===== src/rtl/rr_decode_arbiter.sv =====
// rr_decode_arbiter
//
// Round-robin arbiter that lends one 8-way decoded resource (chip-select /
// enable bus) to one of 8 requesters at a time. The winner is held as a 3-bit
// index and driven as the matching one-hot select line. A grant ends when the
// owner pulses done_i, drops its request, or has held the resource for
// HOLD_MAX cycles (forced release, flagged by a one-cycle timeout_o pulse).
// Every handover passes through one idle cycle, so two grants never overlap.
//
// Ports:
//   clk          rising-edge clock
//   rst_n        asynchronous active-low reset
//   req_i[7:0]   request vector, bit k = requester k
//   done_i       release strobe from the current owner (ignored while idle)
//   gnt_o[7:0]   one-hot grant, decode of gnt_idx_o while gnt_valid_o, else 0
//   gnt_idx_o    index of the current (or most recent) owner
//   gnt_valid_o  grant active
//   timeout_o    one-cycle pulse coincident with a forced release
module rr_decode_arbiter #(
  parameter int unsigned HOLD_MAX = 16,
  localparam int unsigned CW      = $clog2(HOLD_MAX)
) (
  input  logic       clk,
  input  logic       rst_n,
  input  logic [7:0] req_i,
  input  logic       done_i,
  output logic [7:0] gnt_o,
  output logic [2:0] gnt_idx_o,
  output logic       gnt_valid_o,
  output logic       timeout_o
);

  if (HOLD_MAX < 2 || HOLD_MAX > 256) begin : gen_hold_max_check
    $error("rr_decode_arbiter: HOLD_MAX must be within 2..256");
  end

  typedef enum logic [0:0] {StIdle, StGrant} state_e;

  localparam logic [CW-1:0] CntMax = CW'(HOLD_MAX - 1);

  state_e        state_q;
  logic [2:0]    ptr_q;
  logic [CW-1:0] cnt_q;
  logic [7:0]    gnt_q;
  logic [2:0]    gnt_idx_q;
  logic          gnt_valid_q;
  logic          timeout_q;

  // Winner search: rotate the request vector so that bit 0 lines up with the
  // pointer, pick the lowest set bit, then add the pointer back (mod 8).
  logic [15:0] req_dbl;
  logic [7:0]  req_rot;
  logic [2:0]  win_off;
  logic [2:0]  win_idx;
  logic        any_req;

  always_comb begin
    req_dbl = {req_i, req_i};
    req_rot = req_dbl[ptr_q +: 8];
    win_off = 3'd0;
    for (int i = 7; i >= 0; i--) begin
      if (req_rot[i]) begin
        win_off = 3'(i);
      end
    end
    win_idx = ptr_q + win_off;
    any_req = |req_i;
  end

  // Release conditions while a grant is active, in priority order:
  // done, owner abandoned, hold limit reached.
  logic owner_req;
  logic cnt_at_max;
  logic release_now;

  always_comb begin
    owner_req   = req_i[gnt_idx_q];
    cnt_at_max  = (cnt_q == CntMax);
    release_now = done_i || !owner_req || cnt_at_max;
  end

  always_ff @(posedge clk or negedge rst_n) begin
    if (!rst_n) begin
      state_q     <= StIdle;
      ptr_q       <= 3'd0;
      cnt_q       <= '0;
      gnt_q       <= 8'h00;
      gnt_idx_q   <= 3'd0;
      gnt_valid_q <= 1'b0;
      timeout_q   <= 1'b0;
    end else begin
      timeout_q <= 1'b0;
      unique case (state_q)
        StIdle: begin
          if (any_req) begin
            state_q     <= StGrant;
            gnt_idx_q   <= win_idx;
            gnt_q       <= 8'b1 << win_idx;
            gnt_valid_q <= 1'b1;
            cnt_q       <= '0;
          end
        end
        StGrant: begin
          if (release_now) begin
            state_q     <= StIdle;
            gnt_q       <= 8'h00;
            gnt_valid_q <= 1'b0;
            ptr_q       <= gnt_idx_q + 3'd1;
            // Only a pure hold-limit release is flagged; done or abandon win.
            timeout_q   <= !done_i && owner_req;
          end else if (!cnt_at_max) begin
            cnt_q <= cnt_q + CW'(1);
          end
        end
        default: begin
          state_q <= StIdle;
        end
      endcase
    end
  end

  assign gnt_o       = gnt_q;
  assign gnt_idx_o   = gnt_idx_q;
  assign gnt_valid_o = gnt_valid_q;
  assign timeout_o   = timeout_q;

endmodule

===== config.mk =====
export PLATFORM = sky130hd
export DESIGN_NAME = rr_decode_arbiter
export DESIGN_NICKNAME = d
export VERILOG_FILES = /design/src/rtl/rr_decode_arbiter.sv
export SDC_FILE = /design/constraint.sdc
export NUM_CORES = 1
export LEC_CHECK = 0
export CAP_MARGIN = 20
export CORE_AREA = 2 2 69 71
export DETAILED_ROUTE_END_ITERATION = 8
export DIE_AREA = 0 0 71 73
export GPL_ROUTABILITY_DRIVEN = 0
export PLACE_DENSITY_LB_ADDON = 0.08
export SLEW_MARGIN = 0
export SYNTH_ARGS = -nofsm -noshare
export SYNTH_HDL_FRONTEND = slang
export SYNTH_SLANG_ARGS = --single-unit

===== constraint.sdc =====
create_clock -name clk -period 3.1 [get_ports clk]
set_input_delay 0.62 -clock clk [delete_from_list [all_inputs] [get_ports clk]]
set_output_delay 0.62 -clock clk [all_outputs]
set_load 0.03 [all_outputs]

==> flow_metrics.env <==
export IMPL_start_util_pct=37.71
export IMPL_max_freq_ghz=0.3311
export IMPL_grt_max_degree=22
export IMPL_synth_top_cell_area_share_pct=30.72
export IMPL_multiInputGateArea_um2=1234
export IMPL_die_w_um=71
export IMPL_min_from="gnt_o[7]$_DFFE_PN0P_"
export IMPL_place_worst_setup_slack_ps=-619.2
export IMPL_grt_ovfl_total=0
export IMPL_hold_slack_ps=484.9
export IMPL_drcViolationCount=0
export IMPL_synth_area_um2=1710
export IMPL_ant_nets=0
export IMPL_fin_nets=260
export IMPL_reg2reg_from="ptr_q[0]$_DFFE_PN0P_"
export IMPL_p_int_mw=1.372
export IMPL_p_per_area_nw_per_um2=1143
export IMPL_antenna_found_initial=0
export IMPL_ys_ff_latch=21
export IMPL_cts_root_buf="clkbuf_8"
export IMPL_combPwrFrac_pct=75.1
export IMPL_worstRegToRegCells=12
export IMPL_r2r_end="gnt_o[6]$_DFFE_PN0P_"
export IMPL_yosys_area_top_type="dfrtp_1"
export IMPL_post_route_util_pct=51.23
export IMPL_die_area_um2=5183
export IMPL_grt_usage_pct=19.16
export IMPL_end_kind="flip-flop"
export IMPL_start_kind="flip-flop"
export IMPL_arrival_ps=3220
export IMPL_power_switching_mw=1.284
export IMPL_cp_endpoint="gnt_o[6]$_DFFE_PN0P_"
export IMPL_drive_above_1_share_pct=33.61
export IMPL_worst_slack_ps=80.07
export IMPL_synth_nets=212
export IMPL_pwr_share_seq_pct=18.1
export IMPL_area_delta_synth_final_pct=35.85
export IMPL_core_area_um2=4536
export IMPL_hp_class="flip-flop to flip-flop"
export IMPL_relSlewSlack_pct=37.99
export IMPL_synth_edf_count=0
export IMPL_rsz0062_at_grt="true"
export IMPL_seq_area_frac_synth_pct=30.72
export IMPL_diodes=0
export IMPL_worst_slew_pin_slew_ps=927.3
export IMPL_avgSynthCellArea_um2=8.682
export IMPL_cts_max_level=1
export IMPL_ys_top_cells_by_area="dfrtp_1, nand3_1, mux4_2"
export IMPL_synthFlopType="dfrtp_1"
export IMPL_pin_count=24
export IMPL_wl_per_cell_um=15.57
export IMPL_numCtsBuffers=3
export IMPL_cts_tree="yes"
export IMPL_finalCritPeriodShare_pct=97.42
export IMPL_worst_setup_path_type="flip-flop to flip-flop"
export IMPL_wl_mm=4.641
export IMPL_syn_inst=197
export IMPL_clk_latency_ps=260
export IMPL_drt_iter0_drc=123
export IMPL_first_global_vias=1696
export IMPL_synthArstFlopShare_pct=100.0
export IMPL_instances_no_fill=298
export IMPL_regArea_um2=526.8
export IMPL_irDropWorstVdd_mv=0.5118
export IMPL_ys_warn_count=0
export IMPL_die_h_um=73
export IMPL_switching_share_pct=48.34
export IMPL_cts_sinks=21
export IMPL_setup_viol=0
export IMPL_io_buffers=23
export IMPL_placed_cells=290
export IMPL_clock_path_buffers=2
export IMPL_hpwl_mm=3.449
export IMPL_grt_pass1_wl_mm=7.879
export IMPL_hold_violations=0
export IMPL_worst_ep_required_time_ps=3300
export IMPL_synth_cell_type_count=48
export IMPL_crit_fanout=13
export IMPL_fillCellCount=442
export IMPL_rows=25
export IMPL_outcome="completed"
export IMPL_reg2reg_setup_slack_ps=80
export IMPL_pwr_share_clk_pct=6.8
export IMPL_clkTransAtPathRegs_ps=80
export IMPL_maxCapViolCount=0
export IMPL_crit_path_start="ptr_q[0]$_DFFE_PN0P_"
export IMPL_num_vias=1706
export IMPL_slew_viol_final=0
export IMPL_p_leak_nw=0.9688
export IMPL_postCtsHoldBufs=0
export IMPL_vias_per_cell=5.725
export IMPL_post_route_min_period_ps=3020
export IMPL_fin_worst_skew_ps=0.7832
export IMPL_dr_pass1_iters=4
==> state kept, by name, indices dropped and copies added (netlist names) <==
signal       count
timeout_o        1
gnt_idx_o        3
cnt_q            4
state_q          1
gnt_o            8
gnt_valid_o      1
ptr_q            3
==> per-stage QoR <==
| stage | TNS [ps] | area (um2) | total power [mW] |
|---|---|---|---|
| global route | -594.1 | 2323 | 2.870 |
| CTS | 0 | 2288 | 2.470 |
| floorplan | 0 | 1710 | 1.540 |
| finish | 0 | 2323 | 2.657 |
| detailed placement | -5204 | 2141 | 2.018 |
| global placement | -4692 | 2141 | 1.988 |
==> cells in the mapped netlist, drive strengths merged, types with 2 or more instances <==
cell type	instances
dfrtp	21
nand3	27
o21ai	15
a211oi	2
nor2	6
and3	3
o31ai	3
nand2b	6
ha	3
a21oi	13
inv	4
xor2	2
o2111ai	2
nor4	2
o221ai	3
a21o	2
clkbuf	4
buf	8
nand4b	2
nor3	10
mux2	2
a31oi	3
mux4	5
nand2	28
mux2i	5
and2	3
==> layout make-up <==
| class | instances | area share (%) |
|---|---|---|
| multi-input combinational | 160 | 53.10 |
| sequential | 21 | 22.67 |
| timing repair buffer | 55 | 18.69 |
| tap | 54 | 2.908 |
| clock buffer | 3 | 1.777 |
| inverter | 4 | 0.6462 |
| clock inverter | 1 | 0.2154 |
==> critical path: stages (launching register included) <==
cell	delay, ps
dfrtp_2	430
buf_6	190
mux4_2	560
a211oi_2	170
a21oi_1	60
nor2_1	140
ha_2	190
inv_2	40
fa_2	510
buf_4	180
nor4_4	270
nand3_1	110
nand3_1	100
==> power by group through the flow <==
stage | sequential, mW | clock, mW | combinational [mW]
global route | 0.500 | 0.202 | 2.17
global placement | 0.474 | 0 | 1.51
CTS | 0.482 | 0.186 | 1.80
detailed placement | 0.480 | 0 | 1.54
floorplan | 0.529 | 0 | 1.01
finish | 0.480 | 0.181 | 2.00
==> how the worst min path moves through the flow <==
stage | cells after the start | end
2_1_floorplan | 0 | cnt_q[0]$_DFFE_PN0P_
3_3_place_gp | 2 | gnt_valid_o$_DFFE_PN0P_
3_5_place_dp | 2 | gnt_o[7]$_DFFE_PN0P_
4_1_cts | 2 | gnt_o[7]$_DFFE_PN0P_
5_1_grt | 2 | gnt_o[7]$_DFFE_PN0P_
6_report | 2 | gnt_o[7]$_DFFE_PN0P_
==> cell usage in the layout (no fill, tap or decap), types with 2 or more instances in the layout <==
cell type,n
and3_1,3
mux2i_4,2
mux2i_1,2
inv_1,3
o31ai_2,2
nand3_1,27
nand2_1,27
clkdlybuf4s50_1,15
a21oi_1,11
o2111ai_1,2
xor2_1,2
a31oi_1,3
clkbuf_8,3
nand2b_1,4
nor3_2,3
a21o_1,2
clkbuf_2,7
o221ai_2,2
nor2_1,6
a21oi_2,2
and2_1,2
buf_4,31
o21ai_0,9
mux4_2,5
nor3_1,4
o21ai_1,6
nor3_4,3
ha_1,2
mux2_2,2
dfrtp_1,20
nand4b_1,2
==> kinds of logic (layout without fill, tap and decap cells) <==
| kind of cell | Yosys count | count (layout) | synth area share (%) |
|---|---|---|---|
| and+or+nand+nor | 91 | 91 | 27.07 |
| AOI/OAI and AO/OA | 50 | 50 | 20.34 |
| DFF | 21 | 21 | 30.72 |
| buffers and inverters | 16 | 63 | 5.412 |
| muxes | 12 | 12 | 11.56 |
| adders and majority gates | 4 | 4 | 3.365 |
| xor gates and xnor gates | 3 | 3 | 1.536 |
==> timing repair <==
item | CTS | global route
setup endpoints to repair | 9 | 10
setup buffers | 2 | 2
gates resized for setup | 38 | 19
pin swaps | 9 | 7
==> metal layers <==
| metal | track usage (%) | vias up | wire (um) |
|---|---|---|---|
| met5 | 0 | - | 0 |
| met1 | 24.31 | 840 | 1998 |
| met2 | 33.33 | 32 | 2438 |
| met4 | 9.224 | 0 | 94 |
| li1 | - | 825 | - |
| met3 | 1.243 | 9 | 109 |
Note: power is estimated with default switching activity, not from simulation.
